`src/rtl/snake_pkg.sv`:
```
`default_nettype none
// +--------------------------------------------------------------------------+
// | Module      : snake_pkg                                                  |
// | Description : Shared definitions for the snake motion path: game status  |
// |               codes (common with the control unit), direction encoding,  |
// |               default grid/timing constants and a direction helper.      |
// | Ports       : none (package)                                             |
// | Revision    : 1.0  initial release                                       |
// +--------------------------------------------------------------------------+
package snake_pkg;

  // Game status codes driven by the control unit
  localparam logic [1:0] RESTART = 2'b00;
  localparam logic [1:0] START   = 2'b01;
  localparam logic [1:0] PLAY    = 2'b10;
  localparam logic [1:0] DIE     = 2'b11;

  // Directions are paired so that flipping bit 0 gives the opposite one
  typedef enum logic [1:0] {
    UP    = 2'd0,
    DOWN  = 2'd1,
    LEFT  = 2'd2,
    RIGHT = 2'd3
  } dir_t;

  // Default geometry and timing
  localparam int GRID_W_DEF     = 40;
  localparam int GRID_H_DEF     = 30;
  localparam int X_W_DEF        = 6;
  localparam int Y_W_DEF        = 5;
  localparam int MAX_LEN_DEF    = 16;
  localparam int INIT_LEN_DEF   = 3;
  localparam int MOVE_TICKS_DEF = 12_500_000;
  localparam int LEN_W          = 5;

  function automatic dir_t opposite(input dir_t d);
    return dir_t'(d ^ 2'b01);
  endfunction

endpackage : snake_pkg
`default_nettype wire

```
`src/rtl/snake_step_timer.sv`:
```
`default_nettype none
// +--------------------------------------------------------------------------+
// | Module      : snake_step_timer                                           |
// | Description : Free-running move counter. Counts while en is high, wraps  |
// |               at MOVE_TICKS-1 and emits tick in the wrap cycle.          |
// | Ports       : clk, rst (async, active-low), en (count enable),           |
// |               clr (sync clear, dominates en), tick (one-cycle pulse)     |
// | Revision    : 1.0  initial release                                       |
// +--------------------------------------------------------------------------+
module snake_step_timer
  import snake_pkg::*;
#(
  parameter int MOVE_TICKS = MOVE_TICKS_DEF
) (
  input  logic clk,
  input  logic rst,
  input  logic en,
  input  logic clr,
  output logic tick
);

  localparam int              CNT_W  = (MOVE_TICKS > 1) ? $clog2(MOVE_TICKS) : 1;
  localparam logic [CNT_W-1:0] c_last = CNT_W'(MOVE_TICKS - 1);

  logic [CNT_W-1:0] r_cnt;

  // Combinational so the step executes in the same cycle the counter wraps
  assign tick = en & ~clr & (r_cnt == c_last);

  always_ff @(posedge clk or negedge rst) begin
    if (!rst) begin
      r_cnt <= '0;
    end else if (clr) begin
      r_cnt <= '0;
    end else if (en) begin
      r_cnt <= (r_cnt == c_last) ? '0 : r_cnt + CNT_W'(1);
    end
  end

endmodule : snake_step_timer
`default_nettype wire

```
`src/rtl/snake_motion_unit.sv`:
```
`default_nettype none
// +--------------------------------------------------------------------------+
// | Module      : snake_motion_unit                                          |
// | Description : Snake position/direction/length state, wall and body       |
// |               collision detection, and the pixel-cell head/body query.   |
// | Ports       : clk, rst (async, active-low)                               |
// |               key1..4_press  direction requests UP/DOWN/LEFT/RIGHT       |
// |               game_status    control-unit status, restart (active-low)   |
// |               grow           apple eaten pulse                           |
// |               pix_x/pix_y    query cell; on_head/on_body answer (reg)    |
// |               hit_wall/hit_body sticky collision events                  |
// |               head_x/head_y, body_len, step (move pulse)                 |
// | Revision    : 1.0  initial release                                       |
// +--------------------------------------------------------------------------+
module snake_motion_unit
  import snake_pkg::*;
#(
  parameter int GRID_W     = GRID_W_DEF,
  parameter int GRID_H     = GRID_H_DEF,
  parameter int X_W        = X_W_DEF,
  parameter int Y_W        = Y_W_DEF,
  parameter int MAX_LEN    = MAX_LEN_DEF,
  parameter int INIT_LEN   = INIT_LEN_DEF,
  parameter int MOVE_TICKS = MOVE_TICKS_DEF
) (
  input  logic             clk,
  input  logic             rst,
  input  logic             key1_press,
  input  logic             key2_press,
  input  logic             key3_press,
  input  logic             key4_press,
  input  logic [1:0]       game_status,
  input  logic             restart,
  input  logic             grow,
  input  logic [X_W-1:0]   pix_x,
  input  logic [Y_W-1:0]   pix_y,
  output logic             hit_wall,
  output logic             hit_body,
  output logic             on_head,
  output logic             on_body,
  output logic [X_W-1:0]   head_x,
  output logic [Y_W-1:0]   head_y,
  output logic [LEN_W-1:0] body_len,
  output logic             step
);

  localparam logic [LEN_W-1:0] c_max_len  = LEN_W'(MAX_LEN);
  localparam logic [LEN_W-1:0] c_init_len = LEN_W'(INIT_LEN);
  localparam logic [X_W-1:0]   c_x_last   = X_W'(GRID_W - 1);
  localparam logic [Y_W-1:0]   c_y_last   = Y_W'(GRID_H - 1);

  // Segment 0 is the head; segments at index >= length are don't-care
  function automatic logic [X_W-1:0] init_x(input int i);
    return (i < INIT_LEN) ? X_W'(GRID_W / 2 - i) : '0;
  endfunction

  function automatic logic [Y_W-1:0] init_y(input int i);
    return (i < INIT_LEN) ? Y_W'(GRID_H / 2) : '0;
  endfunction

  logic [X_W-1:0]   r_seg_x [MAX_LEN];
  logic [Y_W-1:0]   r_seg_y [MAX_LEN];
  dir_t             r_dir, r_pend_dir;
  logic             r_pend_valid, r_grow_pend;
  logic [LEN_W-1:0] r_len;
  logic             r_hit_wall, r_hit_body, r_step, r_on_head, r_on_body;

  logic             w_play, w_tmr_clr, w_tick, w_active;
  logic             w_req_valid, w_req_ok, w_wall, w_body_hit, w_move, w_grow_eff;
  dir_t             w_req_dir, w_step_dir, w_commit_dir;
  logic [X_W-1:0]   w_next_x;
  logic [Y_W-1:0]   w_next_y;
  logic [LEN_W-1:0] w_cmp_len;
  logic [MAX_LEN-1:0] w_hit_vec, w_qb_vec;

  assign w_play    = (game_status == PLAY);
  assign w_tmr_clr = ~restart | ~w_play;

  snake_step_timer #(
    .MOVE_TICKS (MOVE_TICKS)
  ) u_timer (
    .clk  (clk),
    .rst  (rst),
    .en   (w_play),
    .clr  (w_tmr_clr),
    .tick (w_tick)
  );

  // Once a collision is flagged the snake is frozen until reinit
  assign w_active   = w_tick & ~r_hit_wall & ~r_hit_body;
  assign w_step_dir = r_pend_valid ? r_pend_dir : r_dir;

  // Growth only counts if there is room; at full length the tail still vacates
  assign w_grow_eff = (r_grow_pend | grow) & (r_len < c_max_len);
  assign w_cmp_len  = w_grow_eff ? r_len : r_len - LEN_W'(1);

  always_comb begin
    w_req_valid = key1_press | key2_press | key3_press | key4_press;
    if (key1_press)      w_req_dir = UP;
    else if (key2_press) w_req_dir = DOWN;
    else if (key3_press) w_req_dir = LEFT;
    else                 w_req_dir = RIGHT;
  end

  always_comb begin
    w_next_x = r_seg_x[0];
    w_next_y = r_seg_y[0];
    w_wall   = 1'b0;
    case (w_step_dir)
      UP:    begin w_wall = (r_seg_y[0] == '0);       w_next_y = r_seg_y[0] - Y_W'(1); end
      DOWN:  begin w_wall = (r_seg_y[0] == c_y_last); w_next_y = r_seg_y[0] + Y_W'(1); end
      LEFT:  begin w_wall = (r_seg_x[0] == '0);       w_next_x = r_seg_x[0] - X_W'(1); end
      default: begin w_wall = (r_seg_x[0] == c_x_last); w_next_x = r_seg_x[0] + X_W'(1); end
    endcase
  end

  // Per-segment comparators: next-head collision and pixel body query
  for (genvar i = 0; i < MAX_LEN; i++) begin : g_cmp
    assign w_hit_vec[i] = (LEN_W'(i) < w_cmp_len) &&
                          (r_seg_x[i] == w_next_x) && (r_seg_y[i] == w_next_y);
    if (i == 0) begin : g_head
      assign w_qb_vec[i] = 1'b0;
    end else begin : g_body
      assign w_qb_vec[i] = (LEN_W'(i) < r_len) &&
                           (r_seg_x[i] == pix_x) && (r_seg_y[i] == pix_y);
    end
  end

  assign w_body_hit = |w_hit_vec;
  assign w_move     = w_active & ~w_wall & ~w_body_hit;

  // Reversal is judged against the direction in force after this cycle
  assign w_commit_dir = w_move ? w_step_dir : r_dir;
  assign w_req_ok     = w_req_valid & (w_req_dir != opposite(w_commit_dir));

  always_ff @(posedge clk or negedge rst) begin
    if (!rst) begin
      for (int i = 0; i < MAX_LEN; i++) begin
        r_seg_x[i] <= init_x(i);
        r_seg_y[i] <= init_y(i);
      end
    end else if (!restart) begin
      for (int i = 0; i < MAX_LEN; i++) begin
        r_seg_x[i] <= init_x(i);
        r_seg_y[i] <= init_y(i);
      end
    end else if (w_move) begin
      for (int i = MAX_LEN - 1; i >= 1; i--) begin
        r_seg_x[i] <= r_seg_x[i-1];
        r_seg_y[i] <= r_seg_y[i-1];
      end
      r_seg_x[0] <= w_next_x;
      r_seg_y[0] <= w_next_y;
    end
  end

  always_ff @(posedge clk or negedge rst) begin
    if (!rst) begin
      r_dir        <= RIGHT;
      r_pend_dir   <= RIGHT;
      r_pend_valid <= 1'b0;
      r_grow_pend  <= 1'b0;
      r_len        <= c_init_len;
      r_hit_wall   <= 1'b0;
      r_hit_body   <= 1'b0;
      r_step       <= 1'b0;
      r_on_head    <= 1'b0;
      r_on_body    <= 1'b0;
    end else if (!restart) begin
      r_dir        <= RIGHT;
      r_pend_dir   <= RIGHT;
      r_pend_valid <= 1'b0;
      r_grow_pend  <= 1'b0;
      r_len        <= c_init_len;
      r_hit_wall   <= 1'b0;
      r_hit_body   <= 1'b0;
      r_step       <= 1'b0;
      r_on_head    <= 1'b0;
      r_on_body    <= 1'b0;
    end else begin
      r_step    <= w_move;
      r_on_head <= (r_seg_x[0] == pix_x) && (r_seg_y[0] == pix_y);
      r_on_body <= |w_qb_vec;
      if (w_move) r_dir <= w_step_dir;
      if (w_req_ok) begin
        r_pend_dir   <= w_req_dir;
        r_pend_valid <= 1'b1;
      end else if (w_move) begin
        r_pend_valid <= 1'b0;
      end
      if (w_move)     r_grow_pend <= 1'b0;
      else if (grow)  r_grow_pend <= (r_len < c_max_len);
      if (w_move && w_grow_eff) r_len <= r_len + LEN_W'(1);
      if (w_active && w_wall) r_hit_wall <= 1'b1;
      if (w_active && !w_wall && w_body_hit) r_hit_body <= 1'b1;
    end
  end

  assign hit_wall = r_hit_wall;
  assign hit_body = r_hit_body;
  assign on_head  = r_on_head;
  assign on_body  = r_on_body;
  assign head_x   = r_seg_x[0];
  assign head_y   = r_seg_y[0];
  assign body_len = r_len;
  assign step     = r_step;

endmodule : snake_motion_unit
`default_nettype wire

```
`config.mk`:
```
export PLATFORM = sky130hd
export DESIGN_NAME = snake_motion_unit
export DESIGN_NICKNAME = d
export VERILOG_FILES = /design/src/rtl/snake_pkg.sv /design/src/rtl/snake_step_timer.sv /design/src/rtl/snake_motion_unit.sv
export SDC_FILE = /design/constraint.sdc
export NUM_CORES = 1
export LEC_CHECK = 0
export CAP_MARGIN = 10
export CORE_MARGIN = 5
export CORE_UTILIZATION = 45
export CTS_CLUSTER_DIAMETER = 30
export DETAILED_ROUTE_END_ITERATION = 7
export GPL_TIMING_DRIVEN = 0
export PLACE_DENSITY_LB_ADDON = 0.05
export SLEW_MARGIN = 15
export SYNTH_ARGS = -nofsm -noshare
export SYNTH_HDL_FRONTEND = slang
export SYNTH_HIERARCHICAL = 1
export SYNTH_SLANG_ARGS = --single-unit
```
`constraint.sdc`:
```
create_clock -name clk -period 14 [get_ports clk]
set_input_delay 2.1 -clock clk [delete_from_list [all_inputs] [get_ports clk]]
set_output_delay 2.1 -clock clk [all_outputs]
set_load 0.01 [all_outputs]
```
# Word-level counts from Yosys, hierarchy flattened
# Cells that the tools add are included.
dict set report op_classes {
  n_addsub 7
  magnitude_cmp 32
  n_eq_ne 78
  mux 34
  bitwise 21
  reduce_logical 75
}
# op n
set op_table {}
lappend op_table {{6-bit equality test} 32}
lappend op_table {{96-bit two-way mux} 2}
lappend op_table {{5-bit equality test} 32}
lappend op_table {{80-bit two-way mux} 2}
lappend op_table {{4-bit by 5-bit less-than comparator with 1-bit output (first input constant)} 16}
lappend op_table {{24-bit two-way mux} 3}
lappend op_table {{1-bit logical AND} 67}
lappend op_table {{3-bit by 5-bit less-than comparator with 1-bit output (first input constant)} 8}
lappend op_table {{24-bit by 1-bit adder with 24-bit output (second input constant)} 1}
lappend op_table {{24-bit equality test (second input constant)} 1}
lappend op_table {{2-bit by 5-bit less-than comparator with 1-bit output (first input constant)} 4}
lappend op_table {{16-bit OR reduction} 1}
lappend op_table {{1-bit by 5-bit less-than comparator with 1-bit output (first input constant)} 3}
lappend op_table {{5-bit two-way mux} 3}
lappend op_table {{15-bit OR reduction} 1}
lappend op_table {{1-bit two-way mux} 14}
lappend op_table {{2-bit two-way mux} 7}
lappend op_table {{6-bit one-hot mux with 2 select lines} 1}
lappend op_table {{5-bit by 1-bit adder with 5-bit output (second input constant)} 2}
lappend op_table {{2-bit by 1-bit != test with 1-bit output (second input constant)} 5}
lappend op_table {{5-bit one-hot mux with 2 select lines} 1}
lappend op_table {{5-bit by 1-bit subtractor with 5-bit output (second input constant)} 2}
lappend op_table {{1-bit AND} 8}
lappend op_table {{1-bit inverter} 8}
lappend op_table {{17 further kinds} 23}
dict set report totals {
  reg_bits 216
}

# Longest topological paths before layout
# Gate-level depths: netlist (run 1).
dict set report depth {
  ltp_word 16
  mapped_depth 24
  mapped_depth_nobuf 17
}

# By module
# Netlist (run 1), hierarchy kept.
# module n_inst cells_each area_per_inst_um2 seq_area_each_um2
set by_module_without_submodules {}
lappend by_module_without_submodules {snake_motion_unit 1 1664 14859.3 4835.9}
lappend by_module_without_submodules {snake_step_timer 1 167 1496.4 600.6}

# Worst setup path before layout (run 1)
# No wires, ideal clock.
dict set report synth_path {
  kind {input -> register}
  from {input port grow}
  to {register r_pend_valid}
  setup_time_ns 0.119
  t_arrival_ns 5.203
  required_ns 13.881
  setup_slack_ns 8.679
  cell_stages 14
  path_cell_list {o21ba_2 -> nor4_1 -> nor3_1 -> or4_1 -> a2111oi_1 -> nand4_1 -> o2111ai_1 -> a2111o_2 -> nor3_2 -> buf_6 -> mux2i_1 -> a32oi_1 -> o21a_1 -> o21a_1}
}
dict set report synth_via {
  elab_chain_len 15
  elab_cells_between_ends 61
  cone_classes {order compare: 16; eq/ne: 2; mux: 4; bitwise: 6; reduce/logical: 33}
}
# element line_no
set synth_lines {}
lappend synth_lines {{start, declared} snake_motion_unit.sv:34} ;# input logic grow,
lappend synth_lines {{1-bit OR *} snake_motion_unit.sv:94} ;# assign w_grow_eff = (r_grow_pend | grow) & (r_len < c_max_len);
lappend synth_lines {{1-bit AND *} snake_motion_unit.sv:94}
lappend synth_lines {{5-bit two-way mux *} snake_motion_unit.sv:95} ;# assign w_cmp_len = w_grow_eff ? r_len : r_len - LEN_W'(1);
lappend synth_lines {{1-bit by 5-bit less-than comparator with 1-bit output, or another cell as far along} snake_motion_unit.sv:119} ;# assign w_hit_vec[i] = (LEN_W'(i) < w_cmp_len) &&
lappend synth_lines {{1-bit logical AND} snake_motion_unit.sv:119}
lappend synth_lines {{1-bit logical AND} snake_motion_unit.sv:120} ;# (r_seg_x[i] == w_next_x) && (r_seg_y[i] == w_next_y);
lappend synth_lines {{16-bit OR reduction *} snake_motion_unit.sv:129} ;# assign w_body_hit = |w_hit_vec;
lappend synth_lines {{1-bit inverter *} snake_motion_unit.sv:130} ;# assign w_move = w_active & ~w_wall & ~w_body_hit;
lappend synth_lines {{1-bit AND *} snake_motion_unit.sv:130}
lappend synth_lines {{2-bit two-way mux} --}
lappend synth_lines {{1-bit inverter (no line)} --}
lappend synth_lines {{2-bit != test} snake_motion_unit.sv:134} ;# assign w_req_ok = w_req_valid & (w_req_dir != opposite(w_commit_dir));
lappend synth_lines {{1-bit AND} snake_motion_unit.sv:134}
lappend synth_lines {{1-bit two-way mux} snake_motion_unit.sv:185} ;# if (w_req_ok) begin
lappend synth_lines {{1-bit two-way mux} snake_motion_unit.sv:169} ;# end else if (!restart) begin
lappend synth_lines {{end signal, assigned} snake_motion_unit.sv:172} ;# r_pend_valid <= 1'b0;
lappend synth_lines {{end signal, assigned} snake_motion_unit.sv:187} ;# r_pend_valid <= 1'b1;
lappend synth_lines {{end signal, assigned} snake_motion_unit.sv:189} ;# r_pend_valid <= 1'b0;
lappend synth_lines {{end, declared} snake_motion_unit.sv:64} ;# logic r_pend_valid, r_grow_pend;
# Mark *: on every way between the ends. The rest lies on a longest branch, timed or not.
# A chain may end at the register's enable or synchronous reset.

# Worst setup path after layout (run 1)
dict set report layout_path {
  from {register r_pend_dir[1]}
  to {register r_seg_x[65] (netlist name)}
}
dict set report layout_via {
  elab_chain_len 11
  elab_cells_between_ends 78
  cone_classes {eq/ne: 35; mux: 4; bitwise: 4; reduce/logical: 35}
}
# element line_no
set layout_lines {}
lappend layout_lines {{start, declared} snake_motion_unit.sv:63} ;# dir_t r_dir, r_pend_dir;
lappend layout_lines {{start signal, assigned} snake_motion_unit.sv:186} ;# r_pend_dir <= w_req_dir;
lappend layout_lines {{2-bit two-way mux *} snake_motion_unit.sv:91} ;# assign w_step_dir = r_pend_valid ? r_pend_dir : r_dir;
lappend layout_lines {{2-bit by 1-bit equality test with 1-bit output / 2-bit logical NOT (equally long branches)} snake_motion_unit.sv:109} ;# case (w_step_dir)
lappend layout_lines {{2-bit OR reduction (no line)} --}
lappend layout_lines {{6-bit one-hot mux with 2 select lines} snake_motion_unit.sv:109}
lappend layout_lines {{6-bit equality test} snake_motion_unit.sv:120}
lappend layout_lines {{1-bit logical AND} snake_motion_unit.sv:119}
lappend layout_lines {{1-bit logical AND} snake_motion_unit.sv:120}
lappend layout_lines {{16-bit OR reduction} snake_motion_unit.sv:129}
lappend layout_lines {{1-bit inverter} snake_motion_unit.sv:130}
lappend layout_lines {{1-bit AND *} snake_motion_unit.sv:130}
lappend layout_lines {{2-bit by 1-bit != test with 1-bit output (no line) *} --}
lappend layout_lines {{end signal, assigned by index} snake_motion_unit.sv:139} ;# r_seg_x[i] <= init_x(i);
lappend layout_lines {{end signal, assigned by index} snake_motion_unit.sv:144} ;# r_seg_x[i] <= init_x(i);
lappend layout_lines {{end signal, assigned by index} snake_motion_unit.sv:149} ;# r_seg_x[i] <= r_seg_x[i-1];
lappend layout_lines {{end, declared} snake_motion_unit.sv:61} ;# logic [X_W-1:0] r_seg_x [MAX_LEN];
# Marked as above.

==> results_dict.tcl, run 1 <==
set metrics [dict create \
    avgSynthCellArea_um2 8.93 \
    syn-num-nets 1861 \
    max_freq_mhz 127 \
    htree_levels 2 \
    cp.required_ps 14420 \
    finalSetupTns_ps 0 \
    die_h_um 201 \
    syn_area_um2 16400 \
    worstPathMaxFanout 10 \
    antenna_found_initial 2 \
    port_buffers 30 \
    drc 0 \
    start_kind "flip-flop" \
    period_needed_ps 7870 \
    post_drt_wl_per_cell_um 31.8 \
    intPower_w 0.00150 \
    p_leak_nw 7.27 \
    hpwl_um 57000 \
    area_delta_synth_final_pct 16.6 \
    cts_setup_buffers 0 \
    synth.distinct_cells 92 \
    swShare_pct 25.2 \
    grt_pass1_vias 15100 \
    postRouteAntennaNets 0 \
    report.power.total_w 0.00200 \
    initial_core_util_pct 45.8 \
    fin_util_pct 53.4 \
    die_width_um 201 \
    cts_buffers 50 \
    gp_congestion 1.08 \
    p_switching_w 0.000505 \
    routed_via_density 6.37 \
    clk_latency_ps 580 \
    skew_ps 18.1 \
    pwr-share-clk_pct 60.4 \
    dp_slack_ps 6510 \
    synth_flop_cell "dfrtp_1" \
    arrival_ps 8290 \
    diodes 0 \
    cts_tree "built" \
    finalCritPeriodShare_pct 56.2 \
    drv_slew 0 \
    path_class "flip-flop to flip-flop" \
    powerDensity_nw_per_um2 105 \
    setup_viol 0 \
    grt_pass1_wl_um 110000 \
    rsz0062_at_grt "no" \
    rows 69 \
    grt_overflow 0 \
    tightest_slew_ps 1320 \
    synth-edff-count 0 \
    relSlewSlack_pct 11.9 \
    numClockSinks 216 \
    boundaryPins 42 \
    firstDrtPassIters 6 \
    async_flop_share_pct 100 \
    nets 1945 \
    yosys_warnings 6 \
    grt_use_total_pct 37.1 \
    fin_ws_ps 6130 \
    worstHoldPathType "flip-flop to flip-flop" \
    coreArea_um2 35700 \
    ir_drop_uv 98.6 \
    vias 15400 \
    endpoint_kind "flip-flop" \
    cts_hold_buf 0 \
    ys_seq_area_share_pct 33.2 \
    maxCapViolations 0 \
    timing.hold.ws_ps 548 \
    clk_path_buf_depth 3 \
    drt-total-wl_um 76900 \
    combinationalPowerShare_pct 8.2 \
    synth-seq-cells 216 \
    die-area_um2 40300 \
    status "finished, final reports clean" \
    syn_inst 1831 \
    clockRootBuffer "clkbuf_16" \
    cts.repair.resized 0 \
    clk_pin_slew_worst_paths_ps 50 \
    hold_viol 0 \
    pwr-share-seq_pct 31.4 \
    drt_iter0_markers 1993 \
    drive_gt1_share_pct 11.4 \
    grt_max_degree 97 \
]
[registers in the layout, summed over array words and instances, names as in the netlist, 2 cells and up]
register	count
u_timer/r_cnt	24
body_len	5
head_y	5
r_seg_y	75
r_dir	2
r_pend_dir	2
head_x	6
r_seg_x	90
[final timing paths]
path | startpoint | to | slack [ps] | cells past startpoint
setup / recovery | r_pend_dir[1] | r_seg_x[65] | 6130 | 20
hold / removal | r_pend_dir[1] | r_pend_dir[1] | 550 | 2
setup reg to reg | r_pend_dir[1] | r_seg_x[65] | 6130 | 20
hold reg to reg | r_pend_dir[1] | r_pend_dir[1] | 550 | 2
max in group asynchronous | rst | r_seg_x[44] | 11810 | 2
min in group asynchronous | rst | r_seg_y[55] | 1380 | 1
[cell usage after synthesis, types with 18 or more instances]
cell type  count  area (um2)
and3_1        18         113
dfstp_2       25         657
a21oi_1       57         285
nand4_1       49         307
nor4_1        42         263
mux2i_1      159        1590
nor2_1       237         890
xnor2_1      199        1740
nor3_1        31         155
o211ai_1      20         150
inv_1         27         101
buf_2         35         175
xor2_1       146        1280
dfrtp_1      191        4780
a31oi_1       19         119
nand2_1       89         334
nand3_1       41         205
clkbuf_1     100         375
o21ai_0       52         260
[critical path, stage by stage (launching register included)]
cell and delay, ps:
dfstp_2 580, mux2_2 320, buf_2 360, buf_2 380, nand2_1 300, xnor2_1 220, ha_1 320, clkbuf_1 400
clkbuf_1 950, inv_1 290, a2111oi_0 490, a31oi_1 80, a2111o_1 410, nor4_1 860, a2111o_2 320, nor3_2 60
buf_6 160, buf_2 270, clkbuf_1 440, a21oi_1 370, nor2_1 70
[routing by layer]
| metal | vias up | track usage (%) | share of wire, % |
|---|---|---|---|
| met1 | 7536 | 50.1 | 41 |
| li1 | 6636 | - | - |
| met4 | 2 | 26.9 | 8.9 |
| met2 | 926 | 52.4 | 41 |
| met3 | 307 | 8.16 | 9.6 |
| met5 | - | 0 | 0.025 |
[cells in the final DEF, fill, tap and decap left out, types with 8 or more instances in the layout]
master           instances
nor2_1                 237
xnor2_1                198
dfrtp_1                191
mux2i_1                159
xor2_1                 146
clkbuf_1               107
nand2_1                 89
a21oi_1                 57
o21ai_0                 52
clkbuf_16               50
nand4_1                 49
nand3_1                 41
nor4_1                  41
buf_2                   35
nor3_1                  30
clkdlybuf4s50_1         29
inv_1                   27
dfstp_2                 25
o211ai_1                20
a31oi_1                 19
and3_1                  18
nand2b_1                17
buf_4                   16
a2111oi_0               14
mux2_2                  11
or3_1                   11
clkbuf_8                11
o22ai_1                 10
nor2b_1                  9
o2111ai_1                9
buf_1                    8
o221ai_1                 8
ha_1                     8
[kinds of logic after synthesis]
| group | count (synthesis) | share of synthesized area [%] |
|---|---|---|
| flops | 216 | 33.2 |
| xor+xnor | 351 | 19.4 |
| fa+ha+maj | 10 | 0.796 |
| mux | 174 | 10.9 |
| simple gates | 598 | 18.2 |
| compound gates | 284 | 12.1 |
| buf+inv | 198 | 5.42 |
[layout make-up]
class	count	area, um2
Fill cell	3385	16700
Multi-Input combinational cell	1417	10100
Sequential cell	216	5440
Clock buffer	68	1430
Buffer	166	767
Tap cell	461	577
Timing Repair Buffer	32	360
Clock inverter	25	329
Inverter	32	120
[power groups by stage]
stage	Combinational [W]	Sequential, W	Clock, W
floorplan	0.0000872	0.000638	0
global placement	0.000155	0.000639	0
detailed placement	0.000159	0.000638	0
CTS	0.000159	0.000629	0.00122
global route	0.000170	0.000629	0.00125
finish	0.000164	0.000629	0.00121
[metrics by stage]
stage	area, um2	cells
5_1_grt	19100	2417
4_1_cts	19100	2417
6_report	19100	2417
2_1_floorplan	16400	1831
3_3_place_gp	17200	2322
3_5_place_dp	17300	2324
Power figures use the tool's default switching activity.
==> run 2, diff against run 1 <==
==> constraint.sdc (replaced) <==
create_clock -name clk -period 7 [get_ports clk]
set_input_delay 1.05 -clock clk [delete_from_list [all_inputs] [get_ports clk]]
set_output_delay 1.05 -clock clk [all_outputs]
set_load 0.01 [all_outputs]
==> results_dict.tcl, run 2 (synthesis results as in run 1) <==
set metrics [dict create \
    ir_drop_uv 198 \
    grt_use_total_pct 37.2 \
    diodes 0 \
    clk_path_buf_depth 3 \
    fin_cells 2416 \
    cp_slowest_cell "a2111oi_1" \
    clk_latency_ps 590 \
    initial_core_util_pct 45.8 \
    drc 0 \
    cp_cell_sequence "buf_6 -> mux2i_4 -> buf_4 -> nand2_1 -> ha_1 -> xnor2_1 -> mux2i_2 -> buf_2 -> xnor2_1 -> a31oi_1 -> nand4_1 -> a2111oi_1 -> a32oi_1 -> nand3_1 -> nor3_2 -> buf_6 -> buf_2 -> clkbuf_2 -> a21oi_1 -> nor2_1" \
    gp_congestion 1.08 \
    worstHoldPathType "input pin to asynchronous set/reset pin" \
    start_kind "flip-flop" \
    final_cell_mix "nor2_1, xnor2_1, dfrtp_1" \
    clockRootBuffer "clkbuf_16" \
    rows 69 \
    crit_family "buffers and inverters" \
    numClockSinks 216 \
    path_class "flip-flop to flip-flop" \
    arrival_ps 7380 \
    routed_via_density 6.44 \
    rr_worst_depth 20 \
    numPlacedInstances 2324 \
    grt_pass1_vias 15100 \
    nets 1944 \
    hpwl_um 57000 \
    fillers 3375 \
    skew_ps 20.2 \
    powerDensity_nw_per_um2 209 \
    rsz0062_at_grt "no" \
    worstPathMaxFanout 10 \
    hold_viol 0 \
    endpoint_kind "flip-flop" \
    final_common_cell "nor2_1" \
    htree_levels 2 \
    cp_num_cells 20 \
    largest_reg_flops 90 \
    grt_pass1_wl_um 110000 \
    largest_register "r_seg_x" \
    largestRegisters "r_seg_x: 90 flops, r_seg_y: 75 flops, u_timer/r_cnt: 24 flops" \
    die-area_um2 40300 \
    cp.required_ps 7430 \
    grt_overflow 0 \
    postRouteAntennaNets 0 \
    vias 15600 \
    max_stage_delay_ps 760 \
    antenna_found_initial 1 \
    period_needed_ps 6950 \
    clk_pin_slew_worst_paths_ps 50 \
    cts_buffers 50 \
    path_buf_inv 6 \
    drt-total-wl_um 77000 \
    setup_viol 0 \
    max_freq_mhz 144 \
    status "finished, final reports clean" \
    drv_slew 0 \
    port_buffers 30 \
    post_drt_wl_per_cell_um 31.9 \
    relSlewSlack_pct 13.1 \
    finalCritPeriodShare_pct 99.3 \
    cts_setup_buffers 0 \
    maxCapViolations 0 \
    grt_max_degree 97 \
    die_h_um 201 \
    coreArea_um2 35700 \
    boundaryPins 42 \
    cts_tree "built" \
    tightest_slew_ps 1300 \
    die_width_um 201 \
    firstDrtPassIters 5 \
    p_leak_nw 7.28 \
    drive_gt1_share_pct 12.0 \
    area_delta_synth_final_pct 17.1 \
    timing.hold.ws_ps 332 \
    drt_iter0_markers 1912 \
]
[run 2: cell count changes in the layout (fill, tap and decap cells not counted), moves of 2 or more]
| cell | change |
|---|---|
| clkbuf_4 | +6 |
| nand3_1 | -2 |
| nor4_1 | -4 |
| buf_2 | -6 |
| nand3_2 | +2 |
| clkbuf_2 | +2 |
| clkbuf_1 | -4 |
| nor4_2 | +4 |
[run 2: area by class of cell]
type | instances | area [um2] | area share, %
well taps | 461 | 577 | 3.01
multi-input cells | 1417 | 10100 | 52.8
clock buffers | 68 | 1430 | 7.46
plain buffers | 165 | 785 | 4.10
inverters | 32 | 120 | 0.627
flip-flops and latches | 216 | 5440 | 28.4
repair buffers | 32 | 360 | 1.88
clock inverters | 25 | 329 | 1.72
[run 2: worst paths after layout]
kind / start / endpoint / slack (ps)
worst max-delay path: r_pend_valid / r_seg_x[55] / 50
max in group asynchronous: rst / r_seg_x[54] / 5850
min in group clk: hit_wall / hit_wall / 550
worst min-delay path: rst / r_seg_y[55] / 330
worst min register to register: hit_wall / hit_wall / 550
worst max register to register: r_pend_valid / r_seg_x[55] / 50
[run 2: per-stage QoR]
step / utilization, % / setup slack [ps] / instance area, um2 / setup TNS [ps] / power, W
after floorplan: - / 2100 / 16400 / 0 / 0.00145
after global placement: 48.2 / -4290 / 17200 / -914470 / 0.00159
after detailed placement: 48.5 / -412 / 17300 / -21630 / 0.00159
after CTS: 53.4 / 7.94 / 19100 / 0 / 0.00401
after global routing: 53.6 / 39.9 / 19200 / 0 / 0.00410
final: 53.6 / 50.2 / 19200 / 0 / 0.00401
[run 2: where the power goes]
group | switching [W] | internal (W) | leakage [nW]
Sequential | 0.00000280 | 0.00126 | 2.93
Clock | 0.000770 | 0.00165 | 0.850
Combinational | 0.000239 | 0.0000921 | 3.51
[run 2: repair_timing]
action | in CTS | in global routing
pin swaps | 0 | 0
hold buffers | 0 | 0
endpoints found under the setup margin | 145 | 143
resized for setup | 9 | 14
[run 2: layer usage]
layer | vias to the layer above | global-route usage (%) | wire length [um]
li1 | 6642 | - | -
met1 | 7649 | 50.2 | 31600
met2 | 964 | 52.5 | 31700
met3 | 307 | 8.16 | 7050
met4 | 2 | 26.7 | 6630
met5 | - | 0 | 19
[run 2: worst register-to-register path: cells and delay by family, from the launching register on]
kind	cells	cell delay (ps)
flip-flops	1	350
multiplexers	2	1400
AND/OR/NAND/NOR	5	860
adder cells (fa/ha/maj)	1	390
XOR/XNOR	2	350
AO/OA/AOI/OAI	4	1570
buffers and inverters	6	1890
